--- src/rtl/reg_file_sb.sv ---
// Dual-write, dual-read register file with a per-register busy scoreboard.
// Register 0 is hardwired to zero; reads and busy outputs bypass same-cycle writes.
module reg_file_sb #(
  parameter int XLEN = 32,
  parameter int NREG = 32
) (
  input  logic                      clk,
  input  logic                      rst,
  input  logic                      we0,
  input  logic [$clog2(NREG)-1:0]   wa0,
  input  logic [XLEN-1:0]           wd0,
  input  logic                      we1,
  input  logic [$clog2(NREG)-1:0]   wa1,
  input  logic [XLEN-1:0]           wd1,
  input  logic [$clog2(NREG)-1:0]   ra1,
  input  logic [$clog2(NREG)-1:0]   ra2,
  output logic [XLEN-1:0]           rd1,
  output logic [XLEN-1:0]           rd2,
  input  logic                      alloc_en,
  input  logic [$clog2(NREG)-1:0]   alloc_addr,
  output logic                      busy1,
  output logic                      busy2,
  output logic [$clog2(NREG):0]     busy_cnt
);
  localparam int AW = $clog2(NREG);

  logic [XLEN-1:0] regs [NREG];
  logic [NREG-1:0] busy;
  logic [NREG-1:0] busy_nxt;
  logic [AW:0]     cnt_nxt;
  logic            clr0;
  logic            clr1;
  logic            wr1;
  logic            set_a;

  assign clr0  = we0 && (wa0 != '0);
  assign clr1  = we1 && (wa1 != '0);
  assign wr1   = clr1 && !(clr0 && (wa0 == wa1));
  assign set_a = alloc_en && (alloc_addr != '0);

  // Set is applied after the clears so a new producer keeps the register busy.
  always_comb begin
    busy_nxt = busy;
    if (clr0)  busy_nxt[wa0] = 1'b0;
    if (clr1)  busy_nxt[wa1] = 1'b0;
    if (set_a) busy_nxt[alloc_addr] = 1'b1;
    cnt_nxt = '0;
    for (int unsigned i = 0; i < NREG; i++) begin
      cnt_nxt = cnt_nxt + {{AW{1'b0}}, busy_nxt[i]};
    end
  end

  always_ff @(posedge clk or posedge rst) begin
    if (rst) begin
      for (int unsigned i = 0; i < NREG; i++) begin
        regs[i] <= '0;
      end
      busy     <= '0;
      busy_cnt <= '0;
    end else begin
      if (clr0) regs[wa0] <= wd0;
      if (wr1)  regs[wa1] <= wd1;
      busy     <= busy_nxt;
      busy_cnt <= cnt_nxt;
    end
  end

  always_comb begin
    rd1   = regs[ra1];
    busy1 = busy[ra1];
    if (ra1 == '0) begin
      rd1   = '0;
      busy1 = 1'b0;
    end else if (clr0 && (wa0 == ra1)) begin
      rd1   = wd0;
      busy1 = 1'b0;
    end else if (clr1 && (wa1 == ra1)) begin
      rd1   = wd1;
      busy1 = 1'b0;
    end

    rd2   = regs[ra2];
    busy2 = busy[ra2];
    if (ra2 == '0) begin
      rd2   = '0;
      busy2 = 1'b0;
    end else if (clr0 && (wa0 == ra2)) begin
      rd2   = wd0;
      busy2 = 1'b0;
    end else if (clr1 && (wa1 == ra2)) begin
      rd2   = wd1;
      busy2 = 1'b0;
    end
  end

endmodule

--- config.mk ---
export PLATFORM = sky130hd
export DESIGN_NAME = reg_file_sb
export DESIGN_NICKNAME = d
export VERILOG_FILES = /design/src/rtl/reg_file_sb.sv
export SDC_FILE = /design/constraint.sdc
export NUM_CORES = 2
export LEC_CHECK = 0
export CORE_ASPECT_RATIO = 0.6
export CORE_UTILIZATION = 50
export DETAILED_ROUTE_END_ITERATION = 8
export PLACE_DENSITY = 0.65
export SKIP_CTS_REPAIR_TIMING = 1
export SYNTH_ARGS = -nofsm -noshare
export SYNTH_HDL_FRONTEND = slang
export SYNTH_SLANG_ARGS = --single-unit
--- constraint.sdc ---
create_clock -name clk -period 35.1 [get_ports clk]
set_clock_uncertainty 0.2 [all_clocks]
set_input_delay 7.02 -clock clk [delete_from_list [all_inputs] [get_ports clk]]
set_output_delay 7.02 -clock clk [all_outputs]
set_load 0.005 [all_outputs]
==> summary.txt <==
Status
  – Run status: finished, final reports clean

Detailed routing
  – DRT iter0 DRCs: about 9000
  – Routed via count: 56220
  – Total wire length: 274000 um
  – Post-DR wirelength/cell: 34.31 um
  – Mean number of vias per cell: 7.040
  – Met2 wire length: between 100000 and 150000 um
  – Post-route DRC: 0
  – Met3 Routed Length: 41310 um
  – ANT nets after route: 0
  – Top layer in use: met5
  – First-pass DRT Iterations: 6
  – Met1 wire length: 105600 um

Clock network
  – Clock transition at path regs: 0.07 ns
  – H-tree levels: 3
  – CTS Sinks: 1062
  – Maximum buffer depth of the clock tree: 3
  – Clk_lat worst skew: slightly below 0.8 ns
  – CTS buffer count: 103
  – CTS tree: done
  – Root buffer cell: clkbuf_16

Synthesis
  – Post-Syn Area: around 0.07 mm2
  – Synth Warn #: 0
  – Yosys cell types: 70
  – Syn Nets: 6570
  – Synthesized flop and latch total: 1062
  – Synth area leaders: dfrtp_1 (39%), mux4_2 (16%), mux2i_1 (16%)
  – Top cell type by total area after synthesis: dfrtp_1
  – Sequential area share after synthesis: 38.65%
  – Post-Synthesis Cells: 6445
  – Synth top area share: 38.65%
  – Commonest register cell after synthesis: dfrtp_1
  – EDFF count, synth: 0
  – Ys async rst share: between 90% and 100%
  – Average size of a mapped cell: 10.67 um2

Setup path
  – Slowest stage delay, CP: 1.14 ns
  – Critical Path Start Type: input pin
  – CP arrival: 11.95 ns
  – CP max FO: 35
  – Setup CP Type: input pin to primary output
  – FF-to-FF setup slack: 29.67 ns
  – Worst setup EP type: primary output
  – Cell Chain, Critical Path: clkdlybuf4s50_1 > or3_4 > o21ai_4 > buf_4 > or4_2 > nand2b_2 > buf_4 > o221a_1 > clkdlybuf4s50_1
  – Critical path required time: approximately 28 ns
  – Worst path slowest cell: or4_2

GRT
  – Largest net degree at the start of global routing: 159
  – GRT Util Overall: 39.28%
  – GRT overflow: 0
  – First-pass GRT wire length: around 400000 um
  – Initial antenna violation count: 6
  – Vias in the first global route: 53670

Power
  – Pleak: between 30 and 40 nW
  – Worst VDD drop: 0.2746 mV
  – Pwr/cell area: approximately 60 mW/mm2
  – Overall power: around 4.5 mW

Layout
  – Layout cells sized above 1: between 10% and 20%
  – Total Nets Final: 6221
  – Area grow syn2layout: 7.834%

STA
  – Worst-margin pin slew: 1.327 ns
  – Fmax: 52.17 MHz
  – Setup TNS: 0 ns
  – Max-slew violation count: 0
  – Endpoints failing setup: 0
  – Slew HR: 11.34%
  – Min cycle time layout: 19.17 ns
  – Final hold vios: 0
  – Fin crit share: 54.61%
  – RSZ-0062 raised after global routing: false

Die
  – Initial cell density of the core: 50.85%
  – Cell row count: 104
  – Height of the die: 289.2 um
  – Io pins: 166
  – Core area: 0.1352 mm2
  – Die area: 0.1390 mm2
  – Die X: 480.7 um

Place
  – IO Port Bufs: 165
  – GPL Wtd Cong: 0.8822
  – Post-detail-place hpwl: roughly 150000 um

Flow run
  – Maxcap violations: 0

Hold path
  – Hold Path Class: register to register
## cell usage in the layout, fill, tap and decap left out, drive strengths merged, types with 61 or more instances in the layout
cell type | synthesis | final
mux2 | 61 | 61
a31oi | 92 | 92
dfrtp | 1062 | 1062
nand2 | 258 | 258
buf | 458 | 219
clkbuf | 369 | 137
mux2i | 1078 | 1078
nor2 | 1037 | 1037
mux4 | 497 | 497
a21oi | 932 | 932
o221ai | 63 | 63
a221oi | 66 | 66
clkdlybuf4s50 | 0 | 154
## metal layers
| layer | up-vias | track usage [%] |
|---|---|---|
| met3 | 883 | 15.09 |
| met2 | 4274 | 54.68 |
| li1 | 22870 | - |
| met1 | 28190 | 53.70 |
| met4 | 2 | 18.91 |
| met5 | - | 0 |
## synth_stat cells (24+ instances only)
library cell / count
mux2i_1: 1078
dfrtp_1: 1062
nor2_1: 1019
a21oi_1: 932
mux4_2: 497
clkbuf_1: 346
buf_2: 283
nand2_1: 257
buf_1: 105
a31oi_1: 92
a221oi_1: 66
o221ai_1: 63
mux2_2: 61
nand3_1: 56
inv_1: 37
buf_4: 34
o21a_1: 34
buf_6: 33
o211ai_1: 31
o311ai_4: 31
a221o_1: 30
o221a_1: 27
fa_1: 24
## worst max-delay path: cells and delay by family
kind	cells	cell delay, ns
AOI/OAI and AO/OA	2	0.40
and+or+nand+nor	3	2.23
buffers and inverters	4	2.25
## area by class of cell
type,instances,area [um2]
antenna,3,7.507
tap,1802,2255
timing repair buffer,373,3276
sequential,1062,26580
clock buffer,137,2826
fill,11520,61060
multi-input combinational,4518,38400
inverter,38,146.4
clock inverter,53,655.6
## report_power, final
part / leakage [nW] / total (mW) / internal, mW / switching [mW]
combinational: 17.5 / 1.42 / 0.759 / 0.662
clock: 1.69 / 1.21 / 0.659 / 0.546
sequential: 12.7 / 1.85 / 1.56 / 0.281
## final timing paths
kind	depth (start not counted)	startpoint	endpoint
worst min register to register	0	regs[1015]$_DFF_PP0_	regs[1015]$_DFF_PP0_
max in group asynchronous	6	rst	regs[35]$_DFF_PP0_
min in group asynchronous	2	rst	regs[314]$_DFF_PP0_
worst min-delay path	0	regs[1015]$_DFF_PP0_	regs[1015]$_DFF_PP0_
worst max register to register	17	busy[27]$_DFF_PP0_	busy_cnt[4]$_DFF_PP0_
worst max-delay path	9	wa0[2]	rd1[20]
## per-stage QoR
step / cell area [um2] / utilization, % / hold WS, ns / cells / setup slack (ns)
floorplan: 68760 / - / 0.2413 / 6445 / 13.23
global placement: 70650 / 52.26 / 0.1763 / 7793 / 16.13
detailed placement: 70650 / 52.26 / 0.1820 / 7793 / 16.04
CTS: 74130 / 54.83 / 0.1968 / 7983 / 16.04
global route: 74140 / 54.83 / 0.2008 / 7984 / 15.87
finish: 74140 / 54.84 / 0.1958 / 7986 / 15.93
## flip-flops by register name, summed over array words and instances, names as in the netlist
| signal | flops |
|---|---|
| regs | 1024 |
| busy | 32 |
| busy_cnt | 6 |
## cell families (layout without fill, tap and decap cells)
| group | after synthesis | after routing | share of synthesized area, % |
|---|---|---|---|
| AO/OA/AOI/OAI | 1386 | 1386 | 12.85 |
| XOR/XNOR | 28 | 28 | 0.3894 |
| adder cells (fa/ha/maj) | 31 | 31 | 0.8262 |
| buffers and inverters | 865 | 601 | 5.878 |
| flip-flops | 1062 | 1062 | 38.65 |
| multiplexers | 1636 | 1636 | 32.97 |
| other | 0 | 3 | 0 |
| AND/OR/NAND/NOR | 1437 | 1437 | 8.433 |
(Power assumes the default switching activity.)
